[config.mk]
export PLATFORM = sky130hd
export DESIGN_NAME = mem_access_ctrl
export DESIGN_NICKNAME = d
export VERILOG_FILES = /design/src/rtl/mem_access_ctrl.sv
export SDC_FILE = /design/constraint.sdc
export NUM_CORES = 1
export LEC_CHECK = 0
export BUFFER_PORTS_ARGS = -buffer_cell sky130_fd_sc_hd__buf_2
export CORE_AREA = 2 2 180 94
export DETAILED_ROUTE_END_ITERATION = 8
export DIE_AREA = 0 0 182 96
export SETUP_SLACK_MARGIN = 0.4
export SYNTH_ARGS = -nofsm -noshare
export SYNTH_HDL_FRONTEND = slang
export SYNTH_SLANG_ARGS = --single-unit
[constraint.sdc]
create_clock -name clk_i -period 6.8 [get_ports clk_i]
set_input_delay 2.04 -clock clk_i [delete_from_list [all_inputs] [get_ports clk_i]]
set_output_delay 2.04 -clock clk_i [all_outputs]
set_load 0.005 [all_outputs]
[src/rtl/mem_access_ctrl.sv]
// mem_access_ctrl: MEM-stage data-memory access controller.
// Runs one req/ack transaction per EX/MEM load or store. Loads are formatted
// for byte, half or word size with sign or zero extension. Stores get lane
// replication and byte enables. The pipeline is held on stall_o until the
// access completes.
//
// Ports:
//   clk_i, rst_i         clock, synchronous active-high reset
//   MemRead_i/MemWrite_i load/store request (write wins if both are set)
//   funct3_i             access size/sign
//   ALUResult_i          byte address
//   MemWdata_i           store data (rs2)
//   mem_req_o/mem_we_o   memory request / write strobe
//   mem_addr_o           word-aligned address
//   mem_wdata_o          lane-replicated store data
//   mem_be_o             byte enables (zero on reads)
//   mem_ack_i            one-cycle completion pulse
//   mem_rdata_i          read word, valid with mem_ack_i
//   Memdata_o            formatted load result (to MEM/WB)
//   stall_o              pipeline hold (combinational)
//   err_o                one-cycle pulse on illegal access or timeout
module mem_access_ctrl #(
  parameter int unsigned TIMEOUT = 255
) (
  input  logic        clk_i,
  input  logic        rst_i,
  input  logic        MemRead_i,
  input  logic        MemWrite_i,
  input  logic [2:0]  funct3_i,
  input  logic [31:0] ALUResult_i,
  input  logic [31:0] MemWdata_i,
  output logic        mem_req_o,
  output logic        mem_we_o,
  output logic [31:0] mem_addr_o,
  output logic [31:0] mem_wdata_o,
  output logic [3:0]  mem_be_o,
  input  logic        mem_ack_i,
  input  logic [31:0] mem_rdata_i,
  output logic [31:0] Memdata_o,
  output logic        stall_o,
  output logic        err_o
);

  localparam int unsigned CNT_W       = 8;
  localparam logic [CNT_W-1:0] TO_VAL = CNT_W'(TIMEOUT);
  localparam bit          TO_EN       = (TIMEOUT != 0);

  typedef enum logic [1:0] {
    ST_IDLE = 2'd0,
    ST_WAIT = 2'd1,
    ST_DONE = 2'd2
  } state_t;

  state_t           state_q, state_d;
  logic             req_q, req_d;
  logic             we_q, we_d;
  logic [31:0]      addr_q, addr_d;
  logic [31:0]      wdata_q, wdata_d;
  logic [3:0]       be_q, be_d;
  logic [31:0]      memdata_q, memdata_d;
  logic             err_q, err_d;
  logic [CNT_W-1:0] cnt_q, cnt_d;
  // access type and lane latched at request time for load formatting
  logic [2:0]       f3_q, f3_d;
  logic [1:0]       lane_q, lane_d;

  logic             access;
  logic             illegal;
  logic [31:0]      st_data;
  logic [3:0]       st_be;
  logic [31:0]      ld_data;
  logic [7:0]       byte_sel;
  logic [15:0]      half_sel;
  logic [CNT_W-1:0] cnt_inc;
  logic             timeout_hit;

  assign access = MemRead_i | MemWrite_i;

  // Illegal: reserved funct3, store with the unsigned bit, misaligned word/half
  always_comb begin
    illegal = 1'b0;
    if (funct3_i == 3'b011 || funct3_i == 3'b110 || funct3_i == 3'b111)
      illegal = 1'b1;
    if (MemWrite_i && funct3_i[2])
      illegal = 1'b1;
    if (funct3_i[1:0] == 2'b10 && ALUResult_i[1:0] != 2'b00)
      illegal = 1'b1;
    if (funct3_i[1:0] == 2'b01 && ALUResult_i[0])
      illegal = 1'b1;
  end

  // Store lane replication and byte enables
  always_comb begin
    st_data = MemWdata_i;
    st_be   = 4'b1111;
    case (funct3_i[1:0])
      2'b00: begin
        st_data = {4{MemWdata_i[7:0]}};
        st_be   = 4'b0001 << ALUResult_i[1:0];
      end
      2'b01: begin
        st_data = {2{MemWdata_i[15:0]}};
        st_be   = 4'b0011 << ALUResult_i[1:0];
      end
      default: begin
        st_data = MemWdata_i;
        st_be   = 4'b1111;
      end
    endcase
  end

  // Load lane selection and extension
  always_comb begin
    byte_sel = mem_rdata_i[7:0];
    case (lane_q)
      2'd0:    byte_sel = mem_rdata_i[7:0];
      2'd1:    byte_sel = mem_rdata_i[15:8];
      2'd2:    byte_sel = mem_rdata_i[23:16];
      default: byte_sel = mem_rdata_i[31:24];
    endcase
    half_sel = lane_q[1] ? mem_rdata_i[31:16] : mem_rdata_i[15:0];
    ld_data  = mem_rdata_i;
    case (f3_q)
      3'b000:  ld_data = {{24{byte_sel[7]}}, byte_sel};
      3'b001:  ld_data = {{16{half_sel[15]}}, half_sel};
      3'b100:  ld_data = {24'h000000, byte_sel};
      3'b101:  ld_data = {16'h0000, half_sel};
      default: ld_data = mem_rdata_i;
    endcase
  end

  assign cnt_inc     = cnt_q + CNT_W'(1);
  assign timeout_hit = TO_EN && (cnt_inc == TO_VAL);

  // State register and registered outputs
  always_ff @(posedge clk_i) begin
    if (rst_i) begin
      state_q   <= ST_IDLE;
      req_q     <= 1'b0;
      we_q      <= 1'b0;
      addr_q    <= '0;
      wdata_q   <= '0;
      be_q      <= '0;
      memdata_q <= '0;
      err_q     <= 1'b0;
      cnt_q     <= '0;
      f3_q      <= '0;
      lane_q    <= '0;
    end else begin
      state_q   <= state_d;
      req_q     <= req_d;
      we_q      <= we_d;
      addr_q    <= addr_d;
      wdata_q   <= wdata_d;
      be_q      <= be_d;
      memdata_q <= memdata_d;
      err_q     <= err_d;
      cnt_q     <= cnt_d;
      f3_q      <= f3_d;
      lane_q    <= lane_d;
    end
  end

  // Next-state and next-output logic; bus fields only change when leaving IDLE
  always_comb begin
    state_d   = state_q;
    req_d     = req_q;
    we_d      = we_q;
    addr_d    = addr_q;
    wdata_d   = wdata_q;
    be_d      = be_q;
    memdata_d = memdata_q;
    err_d     = 1'b0;
    cnt_d     = cnt_q;
    f3_d      = f3_q;
    lane_d    = lane_q;
    case (state_q)
      ST_IDLE: begin
        if (access) begin
          if (illegal) begin
            state_d   = ST_DONE;
            err_d     = 1'b1;
            memdata_d = '0;
          end else begin
            state_d = ST_WAIT;
            req_d   = 1'b1;
            we_d    = MemWrite_i;
            addr_d  = {ALUResult_i[31:2], 2'b00};
            wdata_d = st_data;
            be_d    = MemWrite_i ? st_be : 4'b0000;
            cnt_d   = '0;
            f3_d    = funct3_i;
            lane_d  = ALUResult_i[1:0];
          end
        end
      end
      ST_WAIT: begin
        // ack takes priority over a coincident timeout
        if (mem_ack_i) begin
          req_d   = 1'b0;
          state_d = ST_DONE;
          if (!we_q)
            memdata_d = ld_data;
        end else begin
          cnt_d = cnt_inc;
          if (timeout_hit) begin
            req_d     = 1'b0;
            err_d     = 1'b1;
            memdata_d = '0;
            state_d   = ST_DONE;
          end
        end
      end
      ST_DONE: begin
        state_d = ST_IDLE;
      end
      default: begin
        state_d = ST_IDLE;
        req_d   = 1'b0;
      end
    endcase
  end

  assign mem_req_o   = req_q;
  assign mem_we_o    = we_q;
  assign mem_addr_o  = addr_q;
  assign mem_wdata_o = wdata_q;
  assign mem_be_o    = be_q;
  assign Memdata_o   = memdata_q;
  assign err_o       = err_q;
  assign stall_o     = ((state_q == ST_IDLE) && access) || (state_q == ST_WAIT);

endmodule

==> reports/summary.log, run 1 <==
qor: synth.synth.largest_area_cell dfxtp_1
qor: clock_tree.clock-sinks 116
qor: grt.maximum_number_of_pins_on_one_net_before_global_route_repair 80
qor: setup_path.cp_cell_sequence buf_2 -> or2_2 -> nor2_1 -> nor2_1 -> buf_2
qor: sta.rsz0062_at_grt no
qor: finish.layout.cells.most_common buf_2
qor: die.core-area 15900 µm²
qor: clock_tree.postCtsHoldBufs 0
qor: setup_path.worst-setup-path-type in2out
qor: synth.postSynthCellCount 663
qor: finish.finalInstanceArea 7130 µm²
qor: synth.ys_async_sr_fraction 0%
qor: sta.timing_worst_slew_pin_value 773 ps
qor: finish.ratio_of_cells_with_drive_above_1_in_the_final_layout 30.2%
qor: synth.postSynthAreaPerCell 8.18 µm²
qor: job.maxCapViolations 0
qor: route.routed-via-count 5290
qor: setup_path.max_stage_delay 310 ps
qor: setup_path.worst_setup_path_end_kind primary output
qor: clock_tree.tritoncts_buffer_count 17
qor: synth.synth_area_leaders dfxtp_1 (43%), nand2_1 (9.9%), mux2i_1 (8.9%)
qor: power.ir_worst_vdd 176 µV
qor: grt.first_global_vias 4861
qor: clock_tree.cts_tree done
qor: sta.setup_viol 0
qor: synth.synthDistinctLibCells 47
qor: die.boundaryPins 208
qor: grt.all_layer_global_routing_usage 20.0%
qor: grt.grt_first_pass_wirelength 26900 µm
qor: die.core.rowCount 33
qor: grt.gr-total-overflow 0
qor: synth.synth.yosys.warnings 0
qor: sta.setup-tns-final 0 ps
qor: placement.post-dp-hpwl 12400 µm
qor: die.die_x 182 µm
qor: setup_path.worst_setup_start_kind input port
qor: run_status.outcome completed
qor: min_path.hold_end mem_be_o[3]
qor: placement.placedInstanceArea 6500 µm²
qor: finish.layout.cells.most_common_list buf_2 (204), nand2_1 (143), dfxtp_1 (116), a21oi_1 (71), mux2i_1 (48)
qor: route.drt-vias-per-instance 5.00
qor: sta.fmax 206 MHz
qor: sta.final.period_utilization 71.3%
qor: die.die_area 17500 µm²
qor: min_path.hold_path_class reg2reg
qor: sta.timing_max_transition_violations_final 0
qor: setup_path.worst-path-max-fanout 4
qor: placement.post-place-cells 1029
qor: finish.fin_nets 944
qor: die.chipHeight 96 µm
qor: sta.fin_skew 13.8 ps
qor: finish.finish.cell_count_without_fillers 1059
qor: setup_path.reg2regPathDepth 5
qor: clock_tree.skew_pair_late_insertion_delay 400 ps
qor: clock_tree.cts_max_level 4
qor: sta.period_needed 4850 ps
qor: setup_path.timing.critical_path.arrival 2810 ps
qor: route.post_route_drc 0
qor: synth.synth_top_area_share 42.8%
qor: power.p_per_area 276 nW/µm²
qor: clock_tree.cts_resized 0
qor: setup_path.worstReg2RegStart state_q[0]
qor: synth.seq_area_frac_synth 42.8%
qor: route.antenna_violating_nets_post_route 0
qor: clock_tree.ctsRootBufferMaster clkbuf_16
qor: finish.area_growth_syn_to_layout 31.4%
qor: synth.ys_dominant_reg_cell dfxtp_1
qor: finish.antennaDiodeCount 0
qor: min_path.whs_path_depth 2
qor: route.drt_first_iter_violations 340
qor: synth.count_of_flip_flops_with_a_built_in_enable_after_synthesis 0
qor: sta.max_slew_margin_vs_limit 48.5%
qor: grt.antenna_found_initial 0
qor: route.drtPass1Iterations 5
qor: synth.syn-cell-area 5430 µm²
qor: die.initial_core_utilization 34.0%
qor: clock_tree.clk_pin_slew 50 ps
qor: clock_tree.ctsLongestPathBuffers 2
qor: route.post_drt_wl_per_cell 16.5 µm
qor: power.p_leak 0.00314 µW
qor: synth.synth_seq_cells 116
qor: sta.final_hold_fails 0
qor: finish.nFillCells 1615
qor: setup_path.critical_path.slowest_cell or2_2
qor: placement.routabilityCongestion 0.840
qor: setup_path.critical_path.reg2reg.endpoint Memdata_o[7]
qor: setup_path.worstPathRequired 4760 ps
qor: min_path.hold_path.startpoint mem_be_o[3]
qor: route.final_routed_wirelength_across_all_metal_layers 17500 µm
qor: setup_path.setup.reg_to_reg.worst_slack 4280 ps
qor: clock_tree.post_cts_buffers 0
qor: placement.port_buffers 205
==> how the worst max path moves through the flow <==
stage,slack [ps],end,start,cells after the start
floorplan,2300,stall_o,MemWrite_i,3
global placement,1960,stall_o,MemWrite_i,5
detailed placement,1960,stall_o,MemWrite_i,5
CTS,1960,stall_o,MemWrite_i,5
global route,1910,stall_o,MemWrite_i,5
finish,1950,stall_o,MemWrite_i,5
==> kinds of logic after synthesis <==
logic type                 count (synthesis)  share of synthesized area [%]
and+or+nand+nor                          254                           21.0
AOI/OAI and AO/OA                        172                           19.0
DFF                                      116                           42.8
buffers and inverters                     59                           5.51
muxes                                     57                           10.9
adders and majority gates                  2                          0.461
xor gates and xnor gates                   2                          0.323
other                                      1                         0.0691
==> area by class of cell <==
class                           instances  area [µm²]  area share (%)
Clock buffer                           22         484            6.79
Clock inverter                          8         149            2.09
Inverter                                3        11.3           0.158
Multi-Input combinational cell        489        2830            39.7
Sequential cell                       116        2320            32.6
Tap cell                              210         263            3.68
Timing Repair Buffer                  211        1070            15.1
==> critical path, delay by kind of cell <==
kind | cells | cell delay, ps
buf+inv | 2 | 280
simple gates | 3 | 490
==> through the flow <==
step	util [%]	hold slack, ps	power [µW]	setup WS, ps
2_1_floorplan	-	448	908	2300
3_3_place_gp	40.8	439	1010	1960
3_5_place_dp	40.8	440	1010	1960
4_1_cts	44.7	447	1990	1960
5_1_grt	44.7	474	2050	1910
6_report	44.7	447	1970	1950
==> where the power goes <==
part	switching [µW]	internal, µW	total [µW]
registers	23.6	714	737
logic	150	109	259
clock network	323	649	972
total	497	1470	1970
==> per-layer routing <==
metal / up-vias / global-route usage, % / part of all wire, %
met5: - / 0 / 0
met3: 8 / 7.64 / 9.0
li1: 2664 / - / -
met4: 0 / 4.64 / 0.46
met2: 178 / 25.2 / 37
met1: 2440 / 30.7 / 53
==> synth_stat cells, drive strengths merged (2+ instances only) <==
master and instances:
nand2 143, dfxtp 116, a21oi 71, mux2i 48, o21ai 44, nor2 43
nand2b 34, clkbuf 31, buf 25, nor3 12, a211oi 11, a311oi 9
a31oi 9, mux2 8, o221ai 8, a211o 7, o211ai 7, nand3 4
nor2b 4, inv 3, ha 2, nand4 2, or4 2, xnor2 2
==> registers in the layout, indices dropped and copies added, names as in the netlist <==
register and cells:
Memdata_o 32, mem_wdata_o 32, mem_addr_o 30, cnt_q 8, mem_be_o 4, f3_q 3
lane_q 2, state_q 2, err_o 1, mem_req_o 1, mem_we_o 1
No activity file was read; power rests on OpenSTA's default activity.
==> run 2: changes to the inputs <==
--- a/config.mk
+++ b/config.mk
@@ -5,6 +5,7 @@
 export SDC_FILE = /design/constraint.sdc
 export NUM_CORES = 1
 export LEC_CHECK = 0
+export ABC_AREA = 1
 export BUFFER_PORTS_ARGS = -buffer_cell sky130_fd_sc_hd__buf_2
 export CORE_AREA = 2 2 180 94
 export DETAILED_ROUTE_END_ITERATION = 8
==> constraint.sdc (replaced) <==
create_clock -name clk_i -period 4.1 [get_ports clk_i]
set_input_delay 1.23 -clock clk_i [delete_from_list [all_inputs] [get_ports clk_i]]
set_output_delay 1.23 -clock clk_i [all_outputs]
set_load 0.005 [all_outputs]
==> reports/summary.log, run 2 <==
qor: placement.post-dp-hpwl 12900 µm
qor: setup_path.worst_setup_path_end_kind primary output
qor: setup_path.critical_path.slowest_cell nor2_1
qor: synth.ys_dominant_reg_cell dfxtp_1
qor: synth.synth_compound_area_share 19.1%
qor: clock_tree.clk_pin_slew 60 ps
qor: clock_tree.ctsRootBufferMaster clkbuf_16
qor: route.routed-via-count 5754
qor: synth.synth.largest_area_cell dfxtp_1
qor: sta.max_slew_margin_vs_limit 53.4%
qor: grt.maximum_number_of_pins_on_one_net_before_global_route_repair 58
qor: setup_path.worst-path-max-fanout 3
qor: power.p_leak 0.00353 µW
qor: sta.timing_worst_slew_pin_value 695 ps
qor: finish.finalInstanceArea 7140 µm²
qor: route.final_routed_wirelength_across_all_metal_layers 17600 µm
qor: sta.timing_max_transition_violations_final 0
qor: clock_tree.ctsLongestPathBuffers 2
qor: synth.yosysMostFrequentCell nand2_1
qor: route.drt_first_iter_violations 393
qor: synth.synth_top_family_by_area simple AND/OR/NAND/NOR gates
qor: setup_path.worst-setup-path-type in2out
qor: die.chipHeight 96 µm
qor: synth.synth_common_cells nand2_1 (169), nor2_1 (124), dfxtp_1 (116)
qor: die.core.rowCount 33
qor: synth.synth.yosys.warnings 0
qor: sta.rsz0062_at_grt no
qor: sta.fmax 322 MHz
qor: clock_tree.tritoncts_buffer_count 17
qor: finish.finish.cell_count_without_fillers 1203
qor: grt.grt_first_pass_wirelength 27900 µm
qor: setup_path.crit_family buffers and inverters
qor: synth.synth_seq_cells 116
qor: power.p_per_area 476 nW/µm²
qor: sta.setup_viol 0
qor: synth.synth-adder-area-share 0.458%
qor: grt.met3_usage 8.32%
qor: placement.post-place-cells 1171
qor: grt.gr-usage-met2 27.2%
qor: clock_tree.cts_resized 0
qor: finish.area_growth_syn_to_layout 30.8%
qor: placement.port_buffers 205
qor: finish.ratio_of_cells_with_drive_above_1_in_the_final_layout 30.6%
qor: power.total_power 3400 µW
qor: job.maxCapViolations 0
qor: synth.ys_async_sr_fraction 0%
qor: grt.gr-total-overflow 0
qor: setup_path.cp_cell_sequence buf_2 -> nor2_1 -> nor2_1 -> inv_1 -> nand2_1 -> buf_2
qor: sta.period_needed 3100 ps
qor: finish.layout.cells.most_common buf_2
qor: die.die_x 182 µm
qor: finish.fin_nets 1086
qor: setup_path.worstPathBufferInverterCount 3
qor: setup_path.timing.critical_path.arrival 1870 ps
qor: min_path.hold_path_class reg2reg
qor: synth.synth_area_leaders dfxtp_1 (43%), nand2_1 (12%), o21ai_0 (9.3%)
qor: finish.layout.cells.most_common_list buf_2 (205), nand2_1 (169), nor2_1 (124), dfxtp_1 (116), o21ai_0 (101)
qor: placement.placedInstanceArea 6580 µm²
qor: grt.antenna_found_initial 0
qor: clock_tree.skew_pair_late_insertion_delay 410 ps
qor: sta.fin_skew 6.97 ps
qor: finish.nFillCells 1702
qor: synth.multiplexer_area_fraction_after_synthesis 0%
qor: grt.gr-usage-met1 29.7%
qor: die.die_area 17500 µm²
qor: synth.seq_area_frac_synth 42.5%
qor: sta.setup-tns-final 0 ps
qor: setup_path.max_stage_delay 140 ps
qor: clock_tree.postCtsHoldBufs 0
qor: setup_path.worst_setup_start_kind input port
qor: power.ir_worst_vdd 253 µV
qor: die.core-area 15900 µm²
qor: synth.count_of_flip_flops_with_a_built_in_enable_after_synthesis 0
qor: clock_tree.clock-sinks 116
qor: setup_path.worstPathRequired 2870 ps
qor: grt.first_global_vias 5332
qor: grt.grt.busiest_layer met1
qor: synth.syn-cell-area 5460 µm²
qor: finish.final_core_util 44.8%
qor: synth.postSynthAreaPerCell 6.89 µm²
qor: die.boundaryPins 208
qor: route.antenna_violating_nets_post_route 0
qor: placement.routabilityCongestion 0.882
qor: route.post_drt_wl_per_cell 14.6 µm
qor: run_status.outcome completed
qor: synth.synth_top_area_share 42.5%
qor: clock_tree.cts_tree done
qor: finish.antennaDiodeCount 0
qor: route.post_route_drc 0
qor: clock_tree.cts_max_level 4
qor: grt.all_layer_global_routing_usage 20.6%
qor: synth.synthDistinctLibCells 30
qor: synth.postSynthCellCount 793
qor: sta.final_hold_fails 0
qor: route.drt-vias-per-instance 4.78
qor: route.drtPass1Iterations 5
qor: die.initial_core_utilization 34.3%
qor: synth.post_synth_xor_area_fraction 0%
qor: clock_tree.post_cts_buffers 0
qor: synth.post_synth_simple_gate_area 29.4%
qor: sta.final.period_utilization 75.7%
## run 2: cell types whose count changed after synthesis, sizes merged, moves of 9 or more
cell and delta:
a311oi -9, a211oi -9, a21oi +11, inv +48
nand2 +32, mux2i -48, nor2 +116, nand2b -34
or2 +9, nand3 +24, o21ai +59, nor3 -12
## run 2: path summary, 6_finish.rpt
check | from | end | slack, ps | cells after the start
hold / removal | mem_be_o[1] | mem_be_o[1] | 460 | 2
setup / recovery | MemWrite_i | stall_o | 1000 | 6
setup reg to reg | lane_q[1] | Memdata_o[30] | 1510 | 9
hold reg to reg | mem_be_o[1] | mem_be_o[1] | 460 | 2
## run 2: stage by stage
step	hold WS, ps	worst slack [ps]
finish	463	996
global route	485	901
CTS	465	982
detailed placement	455	900
global placement	456	949
floorplan	450	1310
## run 2: area by class of cell
type | instances | area (µm²) | share of cell area [%]
Multi-Input combinational cell | 578 | 2680 | 37.6
Inverter | 52 | 196 | 2.75
Clock buffer | 23 | 488 | 6.83
Tap cell | 210 | 263 | 3.68
Timing Repair Buffer | 215 | 1110 | 15.6
Clock inverter | 9 | 77.6 | 1.09
Sequential cell | 116 | 2320 | 32.5
## run 2: metal layers
metal | vias to the layer above | part of all wire (%)
li1 | 2935 | -
met1 | 2545 | 51
met2 | 261 | 37
met3 | 13 | 12
met4 | 0 | 0.98
met5 | - | 0
## run 2: worst min-delay path, stage by stage, from the launching register on
cell,delay (ps)
dfxtp_1,310
nand2_1,60
a21oi_1,50
## run 2: logic make-up after synthesis
family	after synthesis
AOI/OAI and AO/OA	199
buffers and inverters	100
other	1
adders and majority gates	2
DFF	116
and+or+nand+nor	375
## run 2: where the power goes
part | internal, µW | total, µW | switching [µW]
logic | 252 | 659 | 406
clock network | 892 | 1420 | 531
registers | 1250 | 1320 | 73.2
==> run 3: changes to the inputs <==
==> constraint.sdc (replaced) <==
create_clock -name clk_i -period 2.6 [get_ports clk_i]
set_input_delay 0.78 -clock clk_i [delete_from_list [all_inputs] [get_ports clk_i]]
set_output_delay 0.78 -clock clk_i [all_outputs]
set_load 0.005 [all_outputs]
==> reports/summary.log, run 3 (synthesized netlist as in run 2, its figures left out) <==
qor: route.drt-vias-per-instance 4.78
qor: setup_path.worstPathRequired 1820 ps
qor: min_path.hold_path_class reg2reg
qor: setup_path.critical_path.slowest_cell nor2_2
qor: clock_tree.cts_max_level 4
qor: finish.layout.cells.most_common_list buf_2 (205), nand2_1 (169), nor2_1 (120), dfxtp_1 (114), o21ai_0 (100)
qor: setup_path.worst_setup_start_kind input port
qor: route.routed-via-count 5817
qor: job.maxCapViolations 0
qor: setup_path.worst_setup_path_end_kind primary output
qor: placement.post-dp-hpwl 12800 µm
qor: setup_path.worst-setup-path-type in2out
qor: die.core-area 15900 µm²
qor: die.initial_core_utilization 34.3%
qor: run_status.outcome completed
qor: power.p_per_area 766 nW/µm²
qor: grt.antenna_found_initial 2
qor: power.total_power 5660 µW
qor: grt.gr-total-overflow 0
qor: route.drt_first_iter_violations 403
qor: finish.nFillCells 1654
qor: sta.timing_worst_slew_pin_value 676 ps
qor: sta.setup_viol 0
qor: setup_path.timing.critical_path.arrival 1410 ps
qor: route.antenna_violating_nets_post_route 0
qor: clock_tree.ctsLongestPathBuffers 2
qor: grt.first_global_vias 5258
qor: setup_path.crit_family buffers and inverters
qor: setup_path.max_stage_delay 160 ps
qor: clock_tree.skew_pair_late_insertion_delay 410 ps
qor: die.die_x 182 µm
qor: sta.fmax 457 MHz
qor: placement.port_buffers 205
qor: clock_tree.cts_tree done
qor: sta.max_slew_margin_vs_limit 54.8%
qor: finish.fin_nets 1100
qor: die.chipHeight 96 µm
qor: setup_path.worst-path-max-fanout 3
qor: setup_path.cp_cell_sequence buf_2 -> nor2_2 -> nor2_2 -> inv_2 -> nand2_1 -> buf_2
qor: finish.finish.cell_count_without_fillers 1217
qor: power.p_leak 0.00365 µW
qor: placement.routabilityCongestion 0.875
qor: clock_tree.clock-sinks 116
qor: placement.post-place-cells 1182
qor: route.final_routed_wirelength_across_all_metal_layers 17800 µm
qor: route.drtPass1Iterations 5
qor: setup_path.worstPathBufferInverterCount 3
qor: sta.setup-tns-final 0 ps
qor: die.core.rowCount 33
qor: clock_tree.tritoncts_buffer_count 17
qor: grt.all_layer_global_routing_usage 20.1%
qor: sta.final_hold_fails 0
qor: route.post_route_drc 0
qor: finish.area_growth_syn_to_layout 35.4%
qor: die.die_area 17500 µm²
qor: finish.antennaDiodeCount 0
qor: clock_tree.clk_pin_slew 60 ps
qor: sta.rsz0062_at_grt yes
qor: sta.final.period_utilization 84.1%
qor: sta.period_needed 2190 ps
qor: clock_tree.ctsRootBufferMaster clkbuf_16
qor: finish.ratio_of_cells_with_drive_above_1_in_the_final_layout 32.6%
qor: grt.grt_first_pass_wirelength 27500 µm
qor: grt.maximum_number_of_pins_on_one_net_before_global_route_repair 49
qor: power.ir_worst_vdd 387 µV
qor: sta.fin_skew 13.5 ps
qor: die.boundaryPins 208
qor: sta.timing_max_transition_violations_final 0
qor: route.post_drt_wl_per_cell 14.6 µm
qor: finish.layout.cells.most_common buf_2
run 3: changes by cell type in the layout (fill, tap and decap cells not counted), moves of 3 or more:
cell / delta
clkinv_4: +3
nor2_2: +4
inv_6: +4
clkbuf_8: -3
buf_4: +9
clkinv_2: -4
nor2_1: -4
run 3: area by class of cell:
class / instances / area, µm² / area share (%)
well taps: 210 / 263 / 3.55
multi-input cells: 578 / 2710 / 36.6
clock inverters: 14 / 176 / 2.39
inverters: 52 / 208 / 2.81
repair buffers: 229 / 1280 / 17.3
clock buffers: 18 / 439 / 5.94
flip-flops and latches: 116 / 2320 / 31.4
run 3: worst paths after layout:
path,from,endpoint,slack (ps),depth (start not counted)
max,MemWrite_i,stall_o,410,6
min,mem_req_o,mem_req_o,460,2
max reg2reg,cnt_q[0],Memdata_o[8],580,16
min reg2reg,mem_req_o,mem_req_o,460,2
run 3: routing by layer:
layer  track usage [%]  up-vias  part of all wire [%]
li1                  -     2962                     -
met4              4.50        4                  0.42
met5                 0        -                  0.14
met2              27.5      244                    38
met3              6.89       15                   9.6
met1              29.8     2592                    52
run 3: worst register-to-register path, cell delays in order, from the launching register on:
cell and delay, ps:
dfxtp_1 340, ha_1 240, nand2_1 90, inv_2 50
nand2_1 110, nand2_1 70, nor2_1 110, nand2_1 90
nor2_4 100, nand2_2 70, nand2_4 90, nand2_4 100
clkinv_8 130, buf_6 160, nand2_1 70, nand2_1 60
nor2_1 40
run 3: power breakdown:
group,internal (µW),switching (µW),total [µW]
Combinational,470,671,1140
Sequential,1960,111,2070
Clock,1550,902,2450
Total,3980,1680,5660
run 3: timing repair:
item	in CTS	in global routing
gates resized for setup	2	15
hold buffers	0	0
gates cloned	0	1
setup buffers	0	2
pin swaps	0	1
endpoints found under the setup margin	1	30
run 3: through the flow:
stage          hold WS [ps]  util, %  worst slack, ps  area [µm²]
2_1_floorplan           450        -              510        5460
3_3_place_gp            446     42.0              221        6690
3_5_place_dp            455     42.0              160        6690
4_1_cts                 464     45.8              402        7310
5_1_grt                 483     46.4              369        7390
6_report                461     46.4              413        7390
